$ cat src/rtl/uart_rx_cfg.sv
// Configurable UART receiver (data width, parity, stop bits) on a shared oversampling tick.
// Optional macro UART_RX_MAJORITY_VOTE_EN selects 2-of-3 majority sampling at each decision tick.
module uart_rx_cfg #(
  parameter int DBIT       = 8,
  parameter int OVERSAMPLE = 16,
  parameter int PARITY     = 0,
  parameter int STOP_BITS  = 1
) (
  input  logic            clk,
  input  logic            reset_n,
  input  logic            data_in,
  input  logic            s_tick,
  output logic            rx_done_tick,
  output logic [DBIT-1:0] data_out,
  output logic            parity_err,
  output logic            frame_err,
  output logic            rx_busy
);
  localparam int CW = $clog2(OVERSAMPLE);
  localparam int BW = $clog2(DBIT);
  localparam logic [CW-1:0] CNT_MID  = CW'(OVERSAMPLE / 2 - 1);
  localparam logic [CW-1:0] CNT_END  = CW'(OVERSAMPLE - 1);
  localparam logic [BW-1:0] BIT_LAST = BW'(DBIT - 1);
  localparam logic          SB_LAST  = 1'(STOP_BITS - 1);

  typedef enum logic [2:0] {IDLE, START, DATA, PAR, STOP} state_t;

  state_t          state_reg, state_next;
  logic [CW-1:0]   cnt_reg, cnt_next;
  logic [BW-1:0]   bit_reg, bit_next;
  logic            sb_reg, sb_next;
  logic [DBIT-1:0] shift_reg, shift_next;
  logic            pe_reg, pe_next;
  logic            fe_reg, fe_next;
  logic            rx_meta_reg, rx_s;
  logic            sample;
  logic            complete;

  always_ff @(posedge clk or negedge reset_n) begin
    if (!reset_n) begin
      rx_meta_reg <= 1'b1;
      rx_s        <= 1'b1;
    end else begin
      rx_meta_reg <= data_in;
      rx_s        <= rx_meta_reg;
    end
  end

`ifdef UART_RX_MAJORITY_VOTE_EN
  // The two previous tick samples plus the live one form the vote window ending at the decision tick.
  logic [1:0] hist_reg;
  always_ff @(posedge clk or negedge reset_n) begin
    if (!reset_n)
      hist_reg <= 2'b11;
    else if (s_tick)
      hist_reg <= {hist_reg[0], rx_s};
  end
  assign sample = (hist_reg[1] & hist_reg[0]) | (hist_reg[1] & rx_s) | (hist_reg[0] & rx_s);
`else
  assign sample = rx_s;
`endif

  always_ff @(posedge clk or negedge reset_n) begin
    if (!reset_n) begin
      state_reg <= IDLE;
      cnt_reg   <= '0;
      bit_reg   <= '0;
      sb_reg    <= 1'b0;
      shift_reg <= '0;
      pe_reg    <= 1'b0;
      fe_reg    <= 1'b0;
    end else begin
      state_reg <= state_next;
      cnt_reg   <= cnt_next;
      bit_reg   <= bit_next;
      sb_reg    <= sb_next;
      shift_reg <= shift_next;
      pe_reg    <= pe_next;
      fe_reg    <= fe_next;
    end
  end

  always_comb begin
    state_next = state_reg;
    cnt_next   = cnt_reg;
    bit_next   = bit_reg;
    sb_next    = sb_reg;
    shift_next = shift_reg;
    pe_next    = pe_reg;
    fe_next    = fe_reg;
    case (state_reg)
      IDLE: begin
        if (!rx_s) begin
          state_next = START;
          cnt_next   = '0;
        end
      end
      START: begin
        if (s_tick) begin
          if (cnt_reg == CNT_MID) begin
            if (!sample) begin
              state_next = DATA;
              cnt_next   = '0;
              bit_next   = '0;
              sb_next    = 1'b0;
              pe_next    = 1'b0;
              fe_next    = 1'b0;
            end else begin
              state_next = IDLE;
            end
          end else begin
            cnt_next = cnt_reg + 1'b1;
          end
        end
      end
      DATA: begin
        if (s_tick) begin
          if (cnt_reg == CNT_END) begin
            cnt_next   = '0;
            shift_next = {sample, shift_reg[DBIT-1:1]};
            if (bit_reg == BIT_LAST)
              state_next = (PARITY != 0) ? PAR : STOP;
            else
              bit_next = bit_reg + 1'b1;
          end else begin
            cnt_next = cnt_reg + 1'b1;
          end
        end
      end
      PAR: begin
        if (s_tick) begin
          if (cnt_reg == CNT_END) begin
            cnt_next   = '0;
            pe_next    = ((^shift_reg) ^ sample) != (PARITY == 2);
            state_next = STOP;
          end else begin
            cnt_next = cnt_reg + 1'b1;
          end
        end
      end
      STOP: begin
        if (s_tick) begin
          if (cnt_reg == CNT_END) begin
            cnt_next = '0;
            fe_next  = fe_reg | ~sample;
            if (sb_reg == SB_LAST)
              state_next = IDLE;
            else
              sb_next = sb_reg + 1'b1;
          end else begin
            cnt_next = cnt_reg + 1'b1;
          end
        end
      end
      default: state_next = IDLE;
    endcase
  end

  always_comb begin
    rx_busy  = (state_reg != IDLE);
    complete = (state_reg == STOP) && s_tick && (cnt_reg == CNT_END) && (sb_reg == SB_LAST);
  end

  // The final stop sample is folded straight into frame_err so all results land on one edge.
  always_ff @(posedge clk or negedge reset_n) begin
    if (!reset_n) begin
      rx_done_tick <= 1'b0;
      data_out     <= '0;
      parity_err   <= 1'b0;
      frame_err    <= 1'b0;
    end else begin
      rx_done_tick <= complete;
      if (complete) begin
        data_out   <= shift_reg;
        parity_err <= pe_reg;
        frame_err  <= fe_reg | ~sample;
      end
    end
  end
endmodule

$ cat config.mk
export PLATFORM = sky130hd
export DESIGN_NAME = uart_rx_cfg
export DESIGN_NICKNAME = d
export VERILOG_FILES = /design/src/rtl/uart_rx_cfg.sv
export SDC_FILE = /design/constraint.sdc
export NUM_CORES = 1
export LEC_CHECK = 0
export BUFFER_PORTS_ARGS = -buffer_cell sky130_fd_sc_hd__buf_4
export CORE_ASPECT_RATIO = 1.2
export CORE_UTILIZATION = 40
export CTS_CLUSTER_SIZE = 12
export DETAILED_ROUTE_END_ITERATION = 8
export SKIP_CTS_REPAIR_TIMING = 1
export SLEW_MARGIN = 20
export SYNTH_ARGS = -nofsm -noshare
export SYNTH_HDL_FRONTEND = slang
export SYNTH_SLANG_ARGS = --single-unit
export TNS_END_PERCENT = 5
$ cat constraint.sdc
create_clock -name clk -period 2.57 [get_ports clk]
set_input_delay 0 -clock clk [delete_from_list [all_inputs] [get_ports clk]]
set_output_delay 0 -clock clk [all_outputs]
set_load 0.01 [all_outputs]
Yosys cells after proc, flatten, opt, wreduce, memory -nomap -nowiden
Cells that the tools add are included.
{"block": "totals", "ff_bits": 34, "input_bits": 4, "output_inout_bits": 12, "wordCells": 97}
{"block": "classes", "addsub": 3, "eq_ne": 21, "mux": 39, "bitwise": 4, "reduce_logical": 17}
{"op": "$mux 3", "n": 17}
{"op": "$ne 2x2->1 const B", "n": 13}
{"op": "$mux 4", "n": 5}
{"op": "$pmux 3 s5", "n": 1}
{"op": "$pmux 4 s3", "n": 1}
{"op": "$reduce_and 6->1", "n": 2}
{"op": "$reduce_and 11->1", "n": 1}
{"op": "$mux 1", "n": 10}
{"op": "$reduce_xor 8->1", "n": 1}
{"op": "$reduce_and 7->1", "n": 1}
{"op": "$eq 3x2->1 const B", "n": 2}
{"op": "$eq 3x3->1 const B", "n": 2}
{"op": "$pmux 1 s2", "n": 3}
{"op": "$pmux 3 s2", "n": 1}
{"op": "$reduce_and 3->1", "n": 2}
{"op": "$reduce_bool 2->1", "n": 3}
{"op": "$reduce_bool 3->1", "n": 2}
{"op": "$add 4x1->4 const B", "n": 1}
{"op": "$eq 4x3->1 const B", "n": 1}
{"op": "$eq 4x4->1 const B", "n": 1}
{"op": "$add 3x1->3 const B", "n": 1}
{"op": "$eq 3x1->1 const B", "n": 1}
{"op": "$logic_and 1x1->1", "n": 3}
{"op": "$logic_not 3->1", "n": 1}
{"op": "other kinds (7)", "n": 8}

Logic depth before layout (Yosys ltp)
Gate-level depths: netlist of the first run.
{"block": "depth", "depth_word": 5, "ltp_mapped": 6, "mapped_depth_nobuf": 6}

Least setup slack after synthesis of the first run
No wires, ideal clock.
{"block": "synth_timing", "path_type": "flip-flop to flip-flop", "start": "register cnt_reg[0]", "end": "register bit_reg[0]", "setup_time_ns": 0.125, "t_arrival_ns": 1.962, "required_time_ns": 2.445, "setup_slack_ns": 0.483, "path_stages_with_launch": 6, "path_buffers": 0, "period_less_slack_ns": 2.087, "cell_sequence": "dfrtp_1 ha_1 nand3b_4 a311o_1 or4_4 mux2_4"}
{"block": "synth_between", "elab_chain_len": 3, "elab_cells_between_ends": 5, "cone_classes": "4 x eq/ne; 1 x reduce/logical"}
{"item": "start: declaration", "line": "29", "rtl": "logic [CW-1:0] cnt_reg, cnt_next;"}
{"item": "start signal: assignment", "line": "74", "rtl": "cnt_reg <= cnt_next;"}
{"item": "$eq 4x4->1 / $eq 4x3->1 (equally long branches)", "line": "118, 100"}
{"item": "$ne 2x2->1 (no line)"}
{"item": "$reduce_and 7->1 (no line) (*)"}
{"item": "end signal: assignment", "line": "75", "rtl": "bit_reg <= bit_next;"}
{"item": "end: declaration", "line": "30", "rtl": "logic [BW-1:0] bit_reg, bit_next;"}
Mark *: on every way between the ends. The rest lies on a longest branch, timed or not.
A chain may end at the register's enable or synchronous reset.

Worst setup path after layout of the first run
{"block": "layout_timing", "start": "register cnt_reg[0]", "end": "register bit_reg[1]"}
The elaborated chain is that of the path after synthesis.

==> impl_metrics.env, run 1 <==
export IMPL_syn_area_per_cell_um2=12.1
export IMPL_avgViaCountPerCell=5.24
export IMPL_pwr_share_comb_pct=30.1
export IMPL_grtUsageTotal_pct=16.1
export IMPL_synthCells=137
export IMPL_yosys_warnings=0
export IMPL_cp_max_fo=6
export IMPL_crit_arrival_ns=2.37
export IMPL_cts_buffers=5
export IMPL_fp_dieW_um=60.7
export IMPL_maxSlewViolCount=0
export IMPL_async_flop_share_pct=100
export IMPL_fp_dieH_um=72.4
export IMPL_synth_most_common_cell="dfrtp_1"
export IMPL_fp_row_count=25
export IMPL_synth_seq_area_share_pct=50.1
export IMPL_dr_pass1_iters=4
export IMPL_max_freq_ghz=0.454
export IMPL_synthFlopType="dfrtp_1"
export IMPL_drive_above_1_share_pct=36.1
export IMPL_power_internal_mw=1.10
export IMPL_drcViolationCount=0
export IMPL_synthTopCellsByArea="dfrtp_1, mux2_2, dfstp_2, mux2_4, xnor2_1"
export IMPL_grt_pass1_vias=1073
export IMPL_fill_cells=383
export IMPL_antenna_found_initial=0
export IMPL_dp_hpwl_um=2160
export IMPL_syn_num_nets=144
export IMPL_post_route_util_pct=49.7
export IMPL_cts_root_buf="clkbuf_8"
export IMPL_num_antenna_cells=0
export IMPL_seqPwrFrac_pct=40.1
export IMPL_seqCellArea_um2=828
export IMPL_synthTopCellsByCount="dfrtp_1, mux2_2, nor2_1"
export IMPL_cts_tree="built"
export IMPL_clk_pin_slew_worst_paths_ns=0.07
export IMPL_synth_distinct_cells=46
export IMPL_switching_share_pct=33.5
export IMPL_grt_first_pass_wirelength_um=5040
export IMPL_start_util_pct=42.0
export IMPL_rsz0062_at_grt="false"
export IMPL_cap_violations=0
export IMPL_min_period_over_period_pct=85.6
export IMPL_drtIter0Drc=35
export IMPL_ctsHtreeMaxLevel=2
export IMPL_vdd_drop_max_mv=0.468
export IMPL_pwr_density_cell_mw_per_mm2=844
export IMPL_worstMarginPinSlew_ns=0.403
export IMPL_min_period_ns=2.20
export IMPL_synth_seq_cells=33
export IMPL_routabilityCongestion=0.863
export IMPL_wl_um=3000
export IMPL_path_class="reg2reg"
export IMPL_critPathLaunchType="register"
export IMPL_critPathRequiredTime_ns=2.74
export IMPL_tns_ns=0
export IMPL_clk_latency_ns=0.29
export IMPL_multiInputGateArea_um2=774
export IMPL_dieArea_mm2=0.00440
export IMPL_clk_path_buf_depth=2
export IMPL_ant_nets=0
export IMPL_relSlewSlack_pct=72.8
export IMPL_area_growth_pct=18.5
export IMPL_vias=1111
export IMPL_syn_area_mm2=0.00165
export IMPL_clock_sinks=33
export IMPL_gr_total_overflow=0
export IMPL_endpoint_kind="register"
export IMPL_fin_skew_ns=0.00644
export IMPL_p_sw_mw=0.553
export IMPL_pwr_share_clk_pct=29.8
export IMPL_yosysTopAreaCell="dfrtp_1"
export IMPL_port_buffers=15
export IMPL_setup_viol=0
export IMPL_finalHoldViolCount=0
export IMPL_yosysTopAreaCellShare_pct=46.9
export IMPL_route_detailed_wl_per_inst_um=14.2
export IMPL_nets=164
export IMPL_grt_max_degree=34
export IMPL_hold_path_class="in2reg"
export IMPL_total_power_mw=1.65
export IMPL_holdWs_ns=0.0201
export IMPL_synth_edf_count=0
export IMPL_core_mm2=0.00394
export IMPL_ios=16
export IMPL_leakage_nw=0.978
export IMPL_status="complete, no violations"
-- final timing paths --
kind	start	to	slack (ns)	depth (start not counted)
min in group asynchronous	reset_n	state_reg[2]	0.19	2
max reg2reg	cnt_reg[0]	bit_reg[1]	0.37	5
min	s_tick	cnt_reg[3]	0.02	3
min reg2reg	rx_meta_reg	rx_s	0.36	0
max in group asynchronous	reset_n	rx_s	2.04	2
max	cnt_reg[0]	bit_reg[1]	0.37	5
-- power groups by stage --
stage | combinational [mW] | clock (mW) | sequential (mW)
after floorplan | 0.442 | 0 | 0.620
after global placement | 0.494 | 0 | 0.670
after detailed placement | 0.495 | 0 | 0.673
after CTS | 0.497 | 0.506 | 0.663
after global routing | 0.554 | 0.526 | 0.675
final | 0.497 | 0.493 | 0.663
-- layer usage --
| layer | share of wire (%) | vias to the layer above | global-route usage (%) |
|---|---|---|---|
| met2 | 50 | 14 | 25.9 |
| met3 | 2.6 | 5 | 4.28 |
| li1 | - | 536 | - |
| met5 | 0 | - | 0 |
| met1 | 46 | 556 | 20.0 |
| met4 | 1.3 | 0 | 6.82 |
-- cell families (layout without fill, tap and decap cells) --
group                      count (synthesis)  after routing  synth area share [%]
and+or+nand+nor                           37             37                  13.5
xor gates and xnor gates                   7              7                  4.54
adders and majority gates                  3              3                  2.27
AOI/OAI and AO/OA                         21             21                  9.08
muxes                                     25             25                  17.4
buffers and inverters                     11             32                  3.10
DFF                                       33             33                  50.1
-- cell type report --
class / count / area share (%)
sequential: 33 / 42.3
multi-input combinational: 93 / 39.5
timing repair buffer: 21 / 8.30
clock buffer: 5 / 3.51
tap: 54 / 3.45
clock inverter: 3 / 2.36
inverter: 3 / 0.575
-- worst max-delay path, stage by stage (launching register included) --
cell and delay [ns]:
dfrtp_1 0.37, ha_1 0.30, nand3b_4 0.11, a311o_1 0.40
or4_4 0.58, mux2_4 0.32
-- stage by stage --
stage / cell area, um^2 / cells / setup slack [ns]
after global placement: 1820 / 202 / 0.405
final: 1960 / 212 / 0.369
after global routing: 1960 / 212 / 0.281
after CTS: 1940 / 210 / 0.359
after detailed placement: 1820 / 202 / 0.376
after floorplan: 1650 / 137 / 0.483
-- layout by cell type (no fill, tap or decap), types with 3 or more instances in the layout --
| cell | n |
|---|---|
| nand3_1 | 5 |
| dfrtp_1 | 31 |
| buf_4 | 19 |
| mux2i_1 | 4 |
| o21ai_0 | 5 |
| inv_1 | 3 |
| mux2_2 | 18 |
| xnor2_1 | 5 |
| nand2_1 | 5 |
| mux2_4 | 3 |
| clkbuf_8 | 5 |
| nor2_1 | 9 |
| ha_1 | 3 |
No activity file was read; power rests on OpenSTA's default activity.
==> run 2, diff against run 1 <==
- clock period: 2.57 -> 2 ns (I/O delays scaled with it)
==> run 2 against run 1 <==
Effect of this change:
- the run now ends with setup timing left
- via count increased by 7.5%
- sequential cell count unchanged
- register-to-register slack got worse by 0.39 ns
- largest power group is now combinational cells
- highest routed layer unchanged
- sequential power increased by 25%
- first-iteration DRC count unchanged
- core utilization increased by 3.6 points
- clock skew increased by 0.0012 ns
- die area unchanged
- critical path depth decreased by 1
- clock power increased by 29%
- routed wire length increased by 8.3%
- cell count increased by 7.5%
==> impl_metrics.env, run 2 (synthesis gave the netlist of run 1 again) <==
export IMPL_drcViolationCount=0
export IMPL_num_antenna_cells=0
export IMPL_crit_chain="buf_4 -> a311o_1 -> or4_4 -> mux2_4"
export IMPL_pwr_density_cell_mw_per_mm2=1120
export IMPL_clk_pin_slew_worst_paths_ns=0.08
export IMPL_core_mm2=0.00394
export IMPL_critPathLaunchType="register"
export IMPL_cap_violations=0
export IMPL_layoutNonFillerInstCount=228
export IMPL_cpLargestDelayFamily="simple AND/OR/NAND/NOR gates"
export IMPL_dp_slack_ns=-0.0133
export IMPL_status="finished with violations"
export IMPL_cts_root_buf="clkbuf_8"
export IMPL_vdd_drop_max_mv=0.591
export IMPL_fin_skew_ns=0.00768
export IMPL_min_period_over_period_pct=101
export IMPL_placed_cells=213
export IMPL_endpoint_kind="register"
export IMPL_critPathRequiredTime_ns=2.16
export IMPL_hold_path_class="in2reg"
export IMPL_finalHoldViolCount=0
export IMPL_grt_first_pass_wirelength_um=5550
export IMPL_cts_buffers=5
export IMPL_ctsHtreeMaxLevel=2
export IMPL_drive_above_1_share_pct=44.3
export IMPL_dr_pass1_iters=4
export IMPL_path_class="reg2reg"
export IMPL_clock_sinks=33
export IMPL_wl_um=3250
export IMPL_leakage_nw=1.06
export IMPL_dieArea_mm2=0.00440
export IMPL_tns_ns=-0.0365
export IMPL_port_buffers=15
export IMPL_worstMarginPinSlew_ns=0.412
export IMPL_clk_latency_ns=0.28
export IMPL_mostFrequentLayoutCells="buf_4, dfrtp_1, mux2_2"
export IMPL_cp_max_fo=9
export IMPL_vias=1194
export IMPL_maxSlewViolCount=0
export IMPL_violations="setup timing"
export IMPL_min_period_ns=2.02
export IMPL_drtIter0Drc=35
export IMPL_total_power_mw=2.36
export IMPL_grt_pass1_vias=1205
export IMPL_rsz0062_at_grt="true"
export IMPL_relSlewSlack_pct=72.5
export IMPL_area_growth_pct=27.1
export IMPL_routabilityCongestion=0.877
export IMPL_clk_path_buf_depth=2
export IMPL_fp_row_count=25
export IMPL_ant_nets=0
export IMPL_nets=180
export IMPL_grt_max_degree=34
export IMPL_critPathBufInv=1
export IMPL_dp_hpwl_um=2310
export IMPL_ios=16
export IMPL_start_util_pct=42.0
export IMPL_avgViaCountPerCell=5.24
export IMPL_final_common_cell="buf_4"
export IMPL_holdWs_ns=0.0391
export IMPL_grtUsageTotal_pct=17.0
export IMPL_fill_cells=362
export IMPL_setup_viol=3
export IMPL_antenna_found_initial=0
export IMPL_fin_ws_ns=-0.0169
export IMPL_fp_dieH_um=72.4
export IMPL_critical_path_slowest_cell="or4_4"
export IMPL_max_freq_ghz=0.496
export IMPL_crit_arrival_ns=2.18
export IMPL_route_detailed_wl_per_inst_um=14.2
export IMPL_slowest_delay_ns=0.59
export IMPL_fp_dieW_um=60.7
export IMPL_cts_tree="built"
export IMPL_gr_total_overflow=0
## run 2: cell count changes in the layout (fill, tap and decap cells not counted), sizes merged
cell  delta
buf     +16
## run 2: stage by stage
| stage | area (um^2) | utilization (%) |
|---|---|---|
| floorplan | 1670 | - |
| global placement | 1920 | 48.7 |
| detailed placement | 1920 | 48.7 |
| CTS | 2030 | 51.6 |
| global route | 2100 | 53.3 |
| finish | 2100 | 53.3 |
## run 2: path summary, 6_finish.rpt
| kind | start | to | slack [ns] | cells after the start |
|---|---|---|---|---|
| worst max-delay path | state_reg[0] | bit_reg[0] | -0.02 | 4 |
| worst min-delay path | s_tick | cnt_reg[3] | 0.04 | 3 |
| worst max register to register | state_reg[0] | bit_reg[0] | -0.02 | 4 |
| worst min register to register | rx_meta_reg | rx_s | 0.36 | 0 |
| max in group asynchronous | reset_n | rx_s | 1.47 | 2 |
| min in group asynchronous | reset_n | state_reg[2] | 0.19 | 2 |
## run 2: area by class of cell
cell class / count / area, um^2 / share of cell area (%)
Timing Repair Buffer: 37 / 283 / 13.5
Multi-Input combinational cell: 93 / 795 / 37.8
Clock buffer: 5 / 68.8 / 3.27
Clock inverter: 3 / 46.3 / 2.20
Tap cell: 54 / 67.6 / 3.21
Sequential cell: 33 / 831 / 39.5
Inverter: 3 / 11.3 / 0.536
## run 2: worst register-to-register path: cells and delay by family, from the launching register on
family | cells | cell delay [ns]
simple gates | 1 | 0.59
flops | 1 | 0.43
compound gates | 1 | 0.39
mux | 1 | 0.31
buf+inv | 1 | 0.17
## run 2: power by group
part	internal, mW	leakage, nW	switching [mW]
clock network	0.373	0.0543	0.261
registers	0.750	0.445	0.0807
logic	0.458	0.559	0.433
## run 2: routing by layer
layer	global-route usage, %	wire length [um]	up-vias
met5	0	0	-
met4	5.05	36	0
met3	4.81	132	5
met2	28.2	1670	32
met1	21.4	1410	591
li1	-	-	566
==> run 3, diff against run 2 <==
- PLACE_DENSITY_LB_ADDON: not set -> 0.3
==> run 3 against run 2 <==
Effect of this change:
- the run now ends clean
- core utilization decreased by 1.3 points
- clock-buffer cell count unchanged
- non-clock buffer count decreased by 6
- maximum frequency increased by 1.9%
- via count decreased by 4.7%
- clock skew decreased by 0.0018 ns
- critical endpoint is now bit_reg[1]
==> impl_metrics.env, run 3 (synthesis gave the netlist of run 1 again) <==
export IMPL_r2r_start="bit_reg[0]"
export IMPL_cp_max_fo=3
export IMPL_rsz0062_at_grt="true"
export IMPL_reg2reg_setup_slack_ns=0.02
export IMPL_min_period_ns=1.98
export IMPL_core_mm2=0.00394
export IMPL_clk_pin_slew_worst_paths_ns=0.07
export IMPL_total_power_mw=2.19
export IMPL_dieArea_mm2=0.00440
export IMPL_area_growth_pct=24.1
export IMPL_status="complete, no violations"
export IMPL_fin_skew_ns=0.00592
export IMPL_cpLargestDelayFamily="simple AND/OR/NAND/NOR gates"
export IMPL_ant_nets=0
export IMPL_clk_latency_ns=0.29
export IMPL_start_util_pct=42.0
export IMPL_min_delay_start="s_tick"
export IMPL_num_antenna_cells=0
export IMPL_critPathRequiredTime_ns=2.17
export IMPL_ctsHtreeMaxLevel=2
export IMPL_dp_hpwl_um=2270
export IMPL_avgViaCountPerCell=5.13
export IMPL_vdd_drop_max_mv=0.504
export IMPL_grt_pass1_vias=1174
export IMPL_finalHoldViolCount=0
export IMPL_path_class="reg2reg"
export IMPL_route_detailed_wl_per_inst_um=14.6
export IMPL_final_area_mm2=0.00205
export IMPL_placed_area_mm2=0.00192
export IMPL_hold_path_class="in2reg"
export IMPL_setup_viol=0
export IMPL_post_route_util_pct=52.1
export IMPL_slowest_delay_ns=0.57
export IMPL_endpoint_kind="register"
export IMPL_final_common_cell="dfrtp_1"
export IMPL_crit_arrival_ns=2.15
export IMPL_fp_dieH_um=72.4
export IMPL_clock_sinks=33
export IMPL_dr_pass1_iters=4
export IMPL_mostFrequentLayoutCells="dfrtp_1, buf_4, mux2_2"
export IMPL_wl_um=3230
export IMPL_ios=16
export IMPL_cts_buffers=5
export IMPL_critPathLaunchType="register"
export IMPL_fp_row_count=25
export IMPL_drcViolationCount=0
export IMPL_clk_path_buf_depth=2
export IMPL_grtUsageTotal_pct=16.9
export IMPL_drtIter0Drc=49
export IMPL_routabilityCongestion=0.887
export IMPL_worstMarginPinSlew_ns=0.405
export IMPL_crit_chain="ha_2 -> ha_1 -> nor2_1 -> mux2i_1 -> or4_4 -> mux2_4"
export IMPL_crit_start="bit_reg[0]"
export IMPL_critPathBufInv=0
export IMPL_cts_tree="built"
export IMPL_cts_root_buf="clkbuf_8"
export IMPL_port_buffers=15
export IMPL_antenna_found_initial=0
export IMPL_gr_total_overflow=0
export IMPL_maxSlewViolCount=0
export IMPL_cap_violations=0
export IMPL_pwr_density_cell_mw_per_mm2=1070
export IMPL_min_period_over_period_pct=98.9
export IMPL_critical_path_slowest_cell="or4_4"
export IMPL_max_freq_ghz=0.505
export IMPL_nets=174
export IMPL_leakage_nw=1.04
export IMPL_vias=1138
export IMPL_grt_max_degree=34
export IMPL_fp_dieW_um=60.7
export IMPL_grt_first_pass_wirelength_um=5290
export IMPL_drive_above_1_share_pct=41.7
export IMPL_relSlewSlack_pct=72.8
run 3: cell count changes in the layout (fill, tap and decap cells not counted), sizes merged:
cell	delta
buf	-6
clkinv	+1
bufinv	-1
run 3: through the flow:
step | hold WS [ns] | setup WS [ns] | TNS [ns] | instances
2_1_floorplan | -0.296 | 0.0972 | 0 | 137
3_3_place_gp | -0.0376 | 0.0442 | 0 | 211
3_5_place_dp | -0.0269 | -0.0381 | -0.0381 | 211
4_1_cts | -0.350 | -0.0876 | -0.117 | 219
5_1_grt | 0.0484 | -0.00831 | -0.0117 | 222
6_report | 0.0215 | 0.0212 | 0 | 222
run 3: final timing paths:
check | to | cells past startpoint
worst min register to register | rx_s | 0
worst min-delay path | cnt_reg[3] | 3
worst max register to register | bit_reg[1] | 6
min in group asynchronous | bit_reg[0] | 2
max in group asynchronous | rx_meta_reg | 2
worst max-delay path | bit_reg[1] | 6
run 3: layer usage:
metal	global-route usage [%]	share of wire, %
met1	19.8	44
met2	27.1	50
met3	4.46	3.6
met4	10.1	2.4
met5	0	0
run 3: area by class of cell:
class | count | area [um^2]
repair buffers | 31 | 250
clock inverters | 3 | 17.5
inverters | 3 | 11.3
well taps | 54 | 67.6
clock buffers | 5 | 68.8
flip-flops and latches | 33 | 828
multi-input cells | 93 | 808
fillers | 377 | 1890
run 3: worst register-to-register path, delay by kind of cell (launching register included):
| kind | cells | cell delay (ns) |
|---|---|---|
| flip-flops | 1 | 0.42 |
| AND/OR/NAND/NOR | 2 | 0.67 |
| adder cells (fa/ha/maj) | 2 | 0.38 |
| multiplexers | 2 | 0.39 |
run 3: report_power, final:
| part | total [mW] | internal (mW) | switching [mW] |
|---|---|---|---|
| Sequential | 0.837 | 0.747 | 0.0907 |
| Clock | 0.496 | 0.240 | 0.256 |
| Combinational | 0.860 | 0.431 | 0.428 |
